--- src/rtl/mfp_ahb_ip_ctrl.sv ---
// AHB-Lite control bank for the image-processing pipeline.
// Snapshots per-channel control words on GO and tracks the job.
module mfp_ahb_ip_ctrl #(
  parameter int NUM_CH = 4,
  parameter int CTRL_W = 8,
  parameter int CNT_W  = 8
) (
  input  logic                     HCLK,
  input  logic                     HRESET,
  input  logic [7:0]               HADDR,
  input  logic [1:0]               HTRANS,
  input  logic                     HWRITE,
  input  logic                     HSEL,
  input  logic [31:0]              HWDATA,
  output logic [31:0]              HRDATA,
  output logic [NUM_CH*CTRL_W-1:0] IP_CTRL,
  output logic                     IP_START,
  input  logic                     IP_DONE,
  output logic                     IP_BUSY,
  output logic                     IRQ
);

  typedef enum logic [1:0] {
    S_IDLE,
    S_LAUNCH,
    S_WAIT
  } state_t;

  localparam logic [5:0] IDX_CMD  = 6'h10;
  localparam logic [5:0] IDX_STAT = 6'h11;
  localparam logic [5:0] IDX_TMO  = 6'h12;

  state_t            r_state;
  logic              r_we;
  logic              r_re;
  logic [5:0]        r_idx;
  logic [CTRL_W-1:0] r_ctrl [NUM_CH];
  logic [15:0]       r_timeout;
  logic [15:0]       r_wcnt;
  logic [CNT_W-1:0]  r_jobs;
  logic              r_done;
  logic              r_tmo;
  logic              r_ovr;
  logic              r_start;

  logic              w_cmd_wr;
  logic              w_stat_wr;
  logic              w_go;
  logic              w_abort;
  logic [3:1]        w_clr;
  logic              w_in_wait;
  logic              w_set_done;
  logic              w_set_tmo;
  logic              w_set_ovr;
  logic [31:0]       w_rdata;
  logic              w_unused;

  assign w_cmd_wr   = r_we && (r_idx == IDX_CMD);
  assign w_stat_wr  = r_we && (r_idx == IDX_STAT);
  assign w_go       = w_cmd_wr & HWDATA[0];
  assign w_abort    = w_cmd_wr & HWDATA[1];
  assign w_clr      = w_stat_wr ? HWDATA[3:1] : 3'b000;
  assign w_in_wait  = (r_state == S_WAIT);
  assign w_set_done = w_in_wait & IP_DONE;
  assign w_set_tmo  = w_in_wait & ~IP_DONE
                    & (r_timeout != 16'd0)
                    & (r_wcnt == r_timeout - 16'd1);
  assign w_set_ovr  = w_go & (r_state != S_IDLE);
  assign w_unused   = ^{HADDR[1:0], HWDATA};

  always_ff @(posedge HCLK) begin
    if (HRESET) begin
      r_we  <= 1'b0;
      r_re  <= 1'b0;
      r_idx <= '0;
    end else begin
      r_we  <= HSEL & HWRITE & (HTRANS != 2'b00);
      r_re  <= HSEL & ~HWRITE & (HTRANS != 2'b00);
      r_idx <= HADDR[7:2];
    end
  end

  always_ff @(posedge HCLK) begin
    if (HRESET) begin
      for (int i = 0; i < NUM_CH; i++) r_ctrl[i] <= '0;
      r_timeout <= '0;
    end else if (r_we) begin
      for (int i = 0; i < NUM_CH; i++)
        if (r_idx == 6'(i)) r_ctrl[i] <= HWDATA[CTRL_W-1:0];
      if (r_idx == IDX_TMO) r_timeout <= HWDATA[15:0];
    end
  end

  // Hardware flag sets win over a W1C clear at the same edge
  always_ff @(posedge HCLK) begin
    if (HRESET) begin
      r_state <= S_IDLE;
      r_start <= 1'b0;
      IP_CTRL <= '0;
      r_wcnt  <= '0;
      r_jobs  <= '0;
      r_done  <= 1'b0;
      r_tmo   <= 1'b0;
      r_ovr   <= 1'b0;
    end else begin
      r_start <= 1'b0;
      r_done  <= (r_done & ~w_clr[1]) | w_set_done;
      r_tmo   <= (r_tmo & ~w_clr[2]) | w_set_tmo;
      r_ovr   <= (r_ovr & ~w_clr[3]) | w_set_ovr;
      unique case (r_state)
        S_IDLE: begin
          if (w_go) begin
            r_state <= S_LAUNCH;
            r_start <= 1'b1;
            for (int i = 0; i < NUM_CH; i++)
              IP_CTRL[i*CTRL_W +: CTRL_W] <= r_ctrl[i];
          end
        end
        S_LAUNCH: begin
          r_state <= S_WAIT;
          r_wcnt  <= '0;
        end
        S_WAIT: begin
          r_wcnt <= r_wcnt + 16'd1;
          if (IP_DONE) begin
            r_state <= S_IDLE;
            r_jobs  <= r_jobs + CNT_W'(1);
          end else if (w_set_tmo | w_abort) begin
            r_state <= S_IDLE;
          end
        end
        default: r_state <= S_IDLE;
      endcase
    end
  end

  always_comb begin
    w_rdata = '0;
    if (r_re) begin
      for (int i = 0; i < NUM_CH; i++)
        if (r_idx == 6'(i)) w_rdata = 32'(r_ctrl[i]);
      if (r_idx == IDX_STAT) begin
        w_rdata[0]            = IP_BUSY;
        w_rdata[1]            = r_done;
        w_rdata[2]            = r_tmo;
        w_rdata[3]            = r_ovr;
        w_rdata[8 +: CNT_W]   = r_jobs;
      end
      if (r_idx == IDX_TMO) w_rdata[15:0] = r_timeout;
    end
  end

  assign HRDATA   = w_rdata;
  assign IP_START = r_start;
  assign IP_BUSY  = (r_state != S_IDLE);
  assign IRQ      = r_done | r_tmo;

endmodule

--- config.mk ---
export PLATFORM = sky130hd
export DESIGN_NAME = mfp_ahb_ip_ctrl
export DESIGN_NICKNAME = d
export VERILOG_FILES = /design/src/rtl/mfp_ahb_ip_ctrl.sv
export SDC_FILE = /design/constraint.sdc
export NUM_CORES = 1
export LEC_CHECK = 0
export ABC_AREA = 1
export CORE_AREA = 2 2 116 118
export DETAILED_ROUTE_END_ITERATION = 7
export DIE_AREA = 0 0 118 120
export PLACE_DENSITY = 0.7
export SLEW_MARGIN = 10
export SYNTH_ARGS = -nofsm -noshare
export SYNTH_HDL_FRONTEND = slang
export SYNTH_SLANG_ARGS = --single-unit
--- constraint.sdc ---
create_clock -name HCLK -period 5 [get_ports HCLK]
set_input_delay 0.5 -clock HCLK [delete_from_list [all_inputs] [get_ports HCLK]]
set_output_delay 0.5 -clock HCLK [all_outputs]
set_load 0.01 [all_outputs]
==> results of run 1 <==
final cells by class:
| cell class | count | area [um2] |
|---|---|---|
| Inverter | 76 | 285 |
| Tap cell | 176 | 220 |
| Sequential cell | 118 | 2680 |
| Fill cell | 1218 | 5780 |
| Clock inverter | 9 | 90.1 |
| Multi-Input combinational cell | 547 | 2600 |
| Timing Repair Buffer | 82 | 813 |
| Clock buffer | 23 | 509 |
synth_stat cells (3+ instances only):
| master | instances |
|---|---|
| sky130_fd_sc_hd__xor2_1 | 8 |
| sky130_fd_sc_hd__buf_2 | 10 |
| sky130_fd_sc_hd__nor2_1 | 169 |
| sky130_fd_sc_hd__nand3b_1 | 3 |
| sky130_fd_sc_hd__nor3_1 | 10 |
| sky130_fd_sc_hd__dfxtp_1 | 86 |
| sky130_fd_sc_hd__nand2_2 | 3 |
| sky130_fd_sc_hd__nor2_4 | 3 |
| sky130_fd_sc_hd__a31oi_1 | 6 |
| sky130_fd_sc_hd__a21oi_1 | 43 |
| sky130_fd_sc_hd__nand3_1 | 28 |
| sky130_fd_sc_hd__edfxtp_1 | 32 |
| sky130_fd_sc_hd__ha_1 | 6 |
| sky130_fd_sc_hd__nor2_2 | 7 |
| sky130_fd_sc_hd__inv_1 | 67 |
| sky130_fd_sc_hd__nand2_1 | 130 |
| sky130_fd_sc_hd__nor3b_1 | 3 |
| sky130_fd_sc_hd__xnor2_1 | 3 |
| sky130_fd_sc_hd__a221oi_1 | 4 |
| sky130_fd_sc_hd__inv_2 | 5 |
| sky130_fd_sc_hd__a22oi_1 | 4 |
| sky130_fd_sc_hd__clkbuf_1 | 8 |
| sky130_fd_sc_hd__clkinv_1 | 4 |
| sky130_fd_sc_hd__o21ai_0 | 68 |
| sky130_fd_sc_hd__buf_4 | 16 |
| sky130_fd_sc_hd__o21ai_1 | 10 |
| sky130_fd_sc_hd__o21a_1 | 4 |
| sky130_fd_sc_hd__nand3_2 | 4 |
worst min path at each step:
| stage | startpoint | end | slack, ps |
|---|---|---|---|
| floorplan | r_jobs[5]$_SDFFE_PP0P_ | r_jobs[6]$_SDFFE_PP0P_ | 430 |
| global placement | r_ovr$_SDFF_PP0_ | r_ovr$_SDFF_PP0_ | 460 |
| detailed placement | r_jobs[5]$_SDFFE_PP0P_ | r_jobs[6]$_SDFFE_PP0P_ | 480 |
| CTS | r_jobs[5]$_SDFFE_PP0P_ | r_jobs[6]$_SDFFE_PP0P_ | 490 |
| global route | r_ovr$_SDFF_PP0_ | r_ovr$_SDFF_PP0_ | 510 |
| finish | r_jobs[3]$_SDFFE_PP0P_ | r_jobs[3]$_SDFFE_PP0P_ | 480 |
state kept, by name (all words and copies together), names as in the netlist:
signal     cells
IP_CTRL       32
IP_START       1
r_done         1
r_idx          6
r_ctrl        32
r_state        2
r_timeout     16
r_re           1
r_jobs         8
r_ovr          1
r_tmo          1
r_wcnt        16
r_we           1
power groups by stage:
| stage | Combinational, mW | Sequential (mW) | Clock [mW] |
|---|---|---|---|
| after floorplan | 0.0878 | 1.04 | 0 |
| after global placement | 0.132 | 1.04 | 0 |
| after detailed placement | 0.133 | 1.04 | 0 |
| after CTS | 0.134 | 1.02 | 1.22 |
| after global routing | 0.150 | 1.03 | 1.26 |
| final | 0.134 | 1.02 | 1.21 |
metrics by stage:
stage | hold WS, ps | power (mW) | util [%] | cell area [um2] | worst slack (ps)
finish | 483 | 2.36 | 55.5 | 7200 | 1770
global placement | 462 | 1.18 | 50.9 | 6610 | 2110
detailed placement | 477 | 1.18 | 50.9 | 6610 | 2140
global route | 509 | 2.44 | 55.5 | 7200 | 1600
floorplan | 434 | 1.12 | - | 5780 | 3130
CTS | 489 | 2.38 | 55.5 | 7200 | 1750
layer usage:
metal / GRT usage [%] / share of wire [%] / vias up
li1: - / - / 2604
met1: 29.7 / 47 / 2376
met2: 32.3 / 44 / 187
met3: 5.13 / 7.2 / 26
met4: 8.13 / 1.9 / 0
met5: 0 / 0 / -
kinds of logic (layout without fill, tap and decap cells):
kind of cell    after synthesis  in the layout
simple gates                372            372
other cells                   1             16
compound gates              142            142
fa+ha+maj                     6              6
flops                       118            118
xor+xnor                     11             11
buf+inv                     112            190
worst register-to-register path, stage by stage (launching register included):
cell and delay (ps):
sky130_fd_sc_hd__dfxtp_1 300, sky130_fd_sc_hd__nor2_2 220, sky130_fd_sc_hd__nand3_2 150, sky130_fd_sc_hd__nor2_4 390, sky130_fd_sc_hd__inv_2 180, sky130_fd_sc_hd__nor2_4 430
sky130_fd_sc_hd__inv_1 250, sky130_fd_sc_hd__nor2_1 160, sky130_fd_sc_hd__nor2_1 60
==> summary by stage, run 1 <==
Worst setup path
The destination of the worst register-to-register timing path is r_timeout[13]$_SDFFE_PP0P_. The worst-case register-to-register setup slack is 2740 ps. The number of buffers and inverters on the critical path is 2.

Counting buffers and inverters, the worst setup path is 7 cells deep. Grouping stages by cell kind, the critical path spends the most delay in simple AND/OR/NAND/NOR gates. At the worst endpoint, the required time is 4500 ps. The end point of the critical path is HRDATA[8].

The element type at the critical path start is a flip-flop. The worst setup path is captured at a primary output. Tracing the worst setup path back leads to its startpoint at r_idx[0]$_SDFF_PP0_. For the worst setup path, the data arrival time is 2730 ps.

In this run the worst path has a maximum fanout of 13. Walking the worst path, the cells encountered are inv_1 > nor2_1 > nand2_1 > nor2_1 > nand2_1 > a21oi_1 > clkdlybuf4s50_1. The slowest stage of the critical path is the sky130_fd_sc_hd__nor2_1 cell. The biggest cell delay along the critical path is 700 ps. The launch point of the worst reg-to-reg path is r_idx[3]$_SDFF_PP0_. By startpoint and endpoint, the worst setup path is classified as reg -> out. Measured in cells, the most critical reg-to-reg path has a length of 8.

Power
The clock network burns 51.0% of the power. The static leakage is 2.98 nW. The maximum vdd drop is 0.000212 V. Internal power comes to 1.82 mW. In this run switching power makes up 22.9% of total power. For this design the total switching power over the nets is 0.541 mW. The total power divided by cell area is 328 nW/um2. Combinational logic is responsible for 5.7% of the overall power.

Sequential cells account for 43.3% of the total power.

Clock network
The total of hold buffers inserted after clock tree synthesis is 0. For this design, the sink count on the clock tree is 118. Clock-pin slew was measured on the worst setup and hold paths at 60 ps.

The root cell of the clock tree is sky130_fd_sc_hd__clkbuf_16. The insertion delay of the later-clocked pin in the worst-skew pair is 420 ps. Buffers added to address setup during post-CTS repair amount to 0. TritonCTS built the clock tree.

In this run the number of H-tree levels came out at 4. In this run, post-CTS repair resized a total of 0 instances. The clock passes through at most 2 buffers. The clock buffer count from CTS is 17.

Floorplanning
Once the floorplan was initialized, standard cells occupied 44.1% of the core. The die covers 14200 um2. The floorplan die width is 118 um. The number of ports placed on the die boundary is 114. The chip height is 120 um.

The core footprint is 13000 um2. In this run the core area contains 42 standard-cell rows.

Yosys
The parity-gate share of the synthesized area counting xor and xnor cells is 1.68%. A synthesized cell averages 7.51 um2. The simple-gate share of the synthesized area is 27.9%. Summing the areas of all compound-gate instances in the mapped netlist gives 13.5% of the synthesized area. In this run, synthesis produced a sequential element count of 118. Summing the sequential cell areas from Yosys gives 46.9% of the chip area. The distinct cell type count after synthesis is 42. By area the synthesized netlist is led by sky130_fd_sc_hd__dfxtp_1 30%, sky130_fd_sc_hd__edfxtp_1 17%, sky130_fd_sc_hd__nor2_1 11%, sky130_fd_sc_hd__nand2_1 8.5%, sky130_fd_sc_hd__o21ai_0 5.9%. During synthesis, Yosys emitted a total of 0 warnings.

The main flop type after synthesis is sky130_fd_sc_hd__dfxtp_1. Summed over its instances, the top area cell type makes up 30.1% of the synthesized netlist area. The largest total area in the synthesized netlist belongs to sky130_fd_sc_hd__dfxtp_1. The fraction of the mapped netlist area in adder cells is 1.31%. The total standard cell area after synthesis is 5720 um2. The main combinational cell family by area after synthesis is simple AND/OR/NAND/NOR gates.

The number of enable-type register cells in the synthesized netlist is 32. The fraction of registers with async set or reset after synthesis is 0%. The multiplexer area fraction after synthesis is 0%. Synthesis produced 762 cells.

Timing
Measured against its own limit, the worst slew margin works out to 22.0%. After layout, the worst path uses 64.6% of the clock period. The clock period minus final worst setup slack is 3230 ps. The maximum achievable frequency is 309 MHz. The number of slew-limit violations in the final report is 0. The final count of hold timing violations is 0.

The transition time at the pin with the least slew margin is 1160 ps. Setup repair after global routing left no endpoint under its margin. The final clock skew is 6.18 ps. After routing, the total negative slack on setup checks comes to 0 ps. The final-report setup violation count is 0.

Placement
The cell count after placement is 999. In this run the tool buffered the top-level ports with 79 buffer cells. The congestion estimate from routability-driven global placement came to 0.903.

Once detailed placement completed, the half-perimeter wirelength came to 10600 um.

GRT
The first global-routing pass estimated 23600 um of wire. The initial antenna violation count came to 0. In the global route stage, overall resource usage came out at 21.4%. The total overflow reported by the global router is 0.

The number of global-route vias before repair is 4774. The pin count of the biggest net entering global routing is 49.

Detailed routing
The starting DRC count in detailed routing is 365. The total via count in the routed design is 5193. In the routed design, unresolved DRC markers number 0. Before antenna repair, the detailed router went through 5 iterations. Summed over all layers, the routed wires come to 14700 um. Using the TritonRoute via totals, the vias-per-cell ratio works out to 5.04. The detail route stage leaves a number of antenna-violating nets equal to 0. The wire length per cell is 14.3 um.

Cells and area
The share of layout cells above drive strength 1 is 7.37%. In the layout the commonest cells are 169 x sky130_fd_sc_hd__nor2_1, 130 x sky130_fd_sc_hd__nand2_1, 86 x sky130_fd_sc_hd__dfxtp_1. The count of cells in the finished layout, fillers not included, comes to 1031.

The net total in the final layout is 895. The repair_antennas step left the layout with diodes totalling 0. The leading cell type in the layout, fill and taps excluded is sky130_fd_sc_hd__nor2_1.

The area growth from synthesis to layout is 25.9%.

Hold path
Along the worst hold path, the cell count comes to 1. The classification of the worst-slack hold path is reg -> reg.

Status
The run finished with clean final reports.

Run
Across the run, the number of max-cap violations was 0.
Power figures use the tool's default switching activity.
==> run 2, diff against run 1 <==
==> constraint.sdc (replaced) <==
create_clock -name HCLK -period 3.17 [get_ports HCLK]
set_input_delay 0.317 -clock HCLK [delete_from_list [all_inputs] [get_ports HCLK]]
set_output_delay 0.317 -clock HCLK [all_outputs]
set_load 0.01 [all_outputs]
==> summary by stage, run 2 (synthesis results as in run 1) <==
Timing
The transition time at the pin with the least slew margin came to 1140 ps (-20.6 ps). The final clock skew is 18.2 ps (+12.1 ps). Setup repair after global routing left no endpoint under its margin. The share of the clock period used by the worst path after layout is 93.7%. The final-report setup violation count is 0 (unchanged).

Static timing analysis puts the maximum clock frequency at 337 MHz. The clock period minus final worst setup slack is 2970 ps. The normalized max-slew margin was 23.4% (+1.4 points). The final count of hold timing violations is 0 (unchanged). The setup total negative slack is 0 ps (unchanged). The number of slew-limit violations in the final report is 0 (unchanged).

Clock network
The number of gates resized after cts came to 0 (unchanged). The number of clock sinks seen by CTS is 118 (unchanged). The buffer levels on the longest clock path is 2 (unchanged). The CTS H-tree depth is 4 (unchanged). The clock-pin slew reported for the worst setup and hold paths after clock tree synthesis is 50 ps (about the same). Clock tree synthesis selected as its root buffer the cell sky130_fd_sc_hd__clkbuf_16.

The total of hold buffers inserted after clock tree synthesis is 0 (unchanged). The buffer count from post-CTS setup fixing is 0 (unchanged). The TritonCTS clock tree is yes.

The clock buffer count from CTS is 17 (unchanged). The insertion delay of the later-clocked pin in the worst-skew pair was 420 ps (about the same).

Status
The run finished with clean final reports.

Cells and area
The net total in the final layout is 899 (+0.45%). The filler cell count in the final layout is 1239 (+1.7%). The largest registers in the layout are IP_CTRL x32, r_ctrl x32. The area of the multi-input gates is 2600 um2 (unchanged). The area growth from synthesis to layout is 25.9% (about the same). The utilization after layout came to 55.5% (about the same). The share of layout cells above drive strength 1 is 7.22% (-0.15 points). The total inserted antenna cells is 0 (unchanged). Leaving out fill and tap cells, the most frequent cells in the layout are 169 x sky130_fd_sc_hd__nor2_1, 130 x sky130_fd_sc_hd__nand2_1, 86 x sky130_fd_sc_hd__dfxtp_1. The total non-filler cell area in the finished layout was 7210 um2 (about the same). Leaving out fill and tap cells, the most frequent cell in the layout is sky130_fd_sc_hd__nor2_1.

The final standard cell count with taps included and fillers excluded is 1035 (+0.39%). The sequential cell area in the final layout is 2680 um2 (unchanged).

Detailed routing
The number of remaining DRC errors is 0 (unchanged). The ratio of routed vias to standard cells came to 5.06 (+0.42%). The detailed-route wire length is 14600 um (-0.91%).

The length of the first detailed-routing pass in iterations is 5 (unchanged). The total via count in the routed design is 5235 (+0.81%). The number of antenna-violating nets in the routed design came to 0 (unchanged). The starting DRC count in detailed routing came to 537 (+47%). The wire length per cell is 14.1 um (-1.3%).

Worst setup path
The critical path goes through nor2_2 > nand3_2 > nor3_2 > a221oi_1 > a21oi_1 > clkdlybuf4s50_1. The buffers plus inverters on the worst setup path is 1 (-1). The maximum fanout count along the critical path was 10 (-3). On the critical path the largest part of the delay comes from simple AND/OR/NAND/NOR gates.

The critical path in this run is classified as reg -> out. The slowest stage of the critical path is the sky130_fd_sc_hd__clkdlybuf4s50_1 cell. The sort of element at the end of the critical path is a primary output. The data required time at the worst endpoint was 2850 ps (-1650 ps).

The biggest cell delay along the critical path is 590 ps (-110 ps). The data arrival time at the worst-slack endpoint is 2650 ps (-80 ps). The worst setup path is launched from a flip-flop.

Floorplanning
The area of the die was 14200 um2 (unchanged). The starting utilization of the core area was 44.1% (unchanged). The core footprint is 13000 um2 (unchanged). The chip height was 120 um (unchanged).

The floorplan die width is 118 um (unchanged). The number of ports placed on the die boundary is 114 (unchanged). The cell row count was 42 (unchanged).

Power
The total power divided by cell area was 511 nW/um2 (+56%). The maximum vdd drop was 0.000346 V (+63%). The overall power consumption is 3.69 mW (+56%). The static leakage is 2.98 nW (+0.23%).

Hold path
The min-delay analysis places its worst path in the category in -> reg.

Placement
The quantity of I/O buffers inserted on ports is 79 (unchanged). The final HPWL from detailed placement is 10700 um (+0.14%). The global placement routability congestion is 0.953 (+5.5%). The cell count after placement is 1003 (+0.40%).

The cell area reported after detailed placement came to 6640 um2 (+0.45%).

Run
The number of max-capacitance violations reported is 0 (unchanged).

GRT
The first-pass GRT wire length is 23400 um (-1.1%). The overall fraction of global-route tracks in use is 21.2% (-0.19 points). The met2 capacity usage during global routing is 31.8% (-0.51 points). The initial antenna violation count is 0 (unchanged). The number of global-route vias before repair is 4754 (-0.42%). The pin count of the biggest net entering global routing came to 34 (-31%).

The met3 capacity usage during global routing is 5.85% (+0.71 points). The met1 track utilization from global routing is 29.0% (-0.67 points). The total overflow reported by the global router is 0 (unchanged). The global routing's busiest layer is met2.
## run 2: worst min-delay path, cell delays in order
cell and delay, ps:
sky130_fd_sc_hd__clkdlybuf4s50_1 390, sky130_fd_sc_hd__inv_1 50, sky130_fd_sc_hd__nor2_1 30
## run 2: final cells by class
type	count	share of cell area [%]
flip-flops and latches	118	37.2
repair buffers	86	11.7
inverters	76	3.96
multi-input cells	547	36.1
clock buffers	24	6.56
well taps	176	3.06
clock inverters	8	1.37
## run 2: per-stage QoR
| stage | hold slack [ps] | setup slack, ps |
|---|---|---|
| 2_1_floorplan | 396 | 1370 |
| 3_3_place_gp | 463 | 667 |
| 3_5_place_dp | 477 | 671 |
| 4_1_cts | 400 | 225 |
| 5_1_grt | 432 | 9.13 |
| 6_report | 407 | 198 |
## run 2: where the power goes
part / switching (mW) / total (mW) / leakage [nW] / internal [mW]
clock: 0.658 / 1.86 / 0.274 / 1.20
combinational: 0.130 / 0.213 / 1.71 / 0.0821
sequential: 0.0295 / 1.62 / 0.999 / 1.59
## run 2: per-layer routing
metal | vias to the layer above | part of all wire [%]
li1 | 2629 | -
met1 | 2388 | 46
met2 | 197 | 44
met3 | 21 | 8.1
met4 | 0 | 2.0
met5 | - | 0
## run 2: final timing paths
path                            from                      end  slack (ps)  cells after the start
min reg2reg  r_state[0]$_SDFFE_PP0P_  r_state[0]$_SDFFE_PP0P_         490                      2
max reg2reg  r_state[1]$_SDFFE_PP0P_   r_wcnt[7]$_SDFFE_PP0P_        1000                      7
max              r_idx[3]$_SDFF_PP0_                HRDATA[1]         200                      6
min                         HADDR[6]      r_idx[4]$_SDFF_PP0_         410                      3
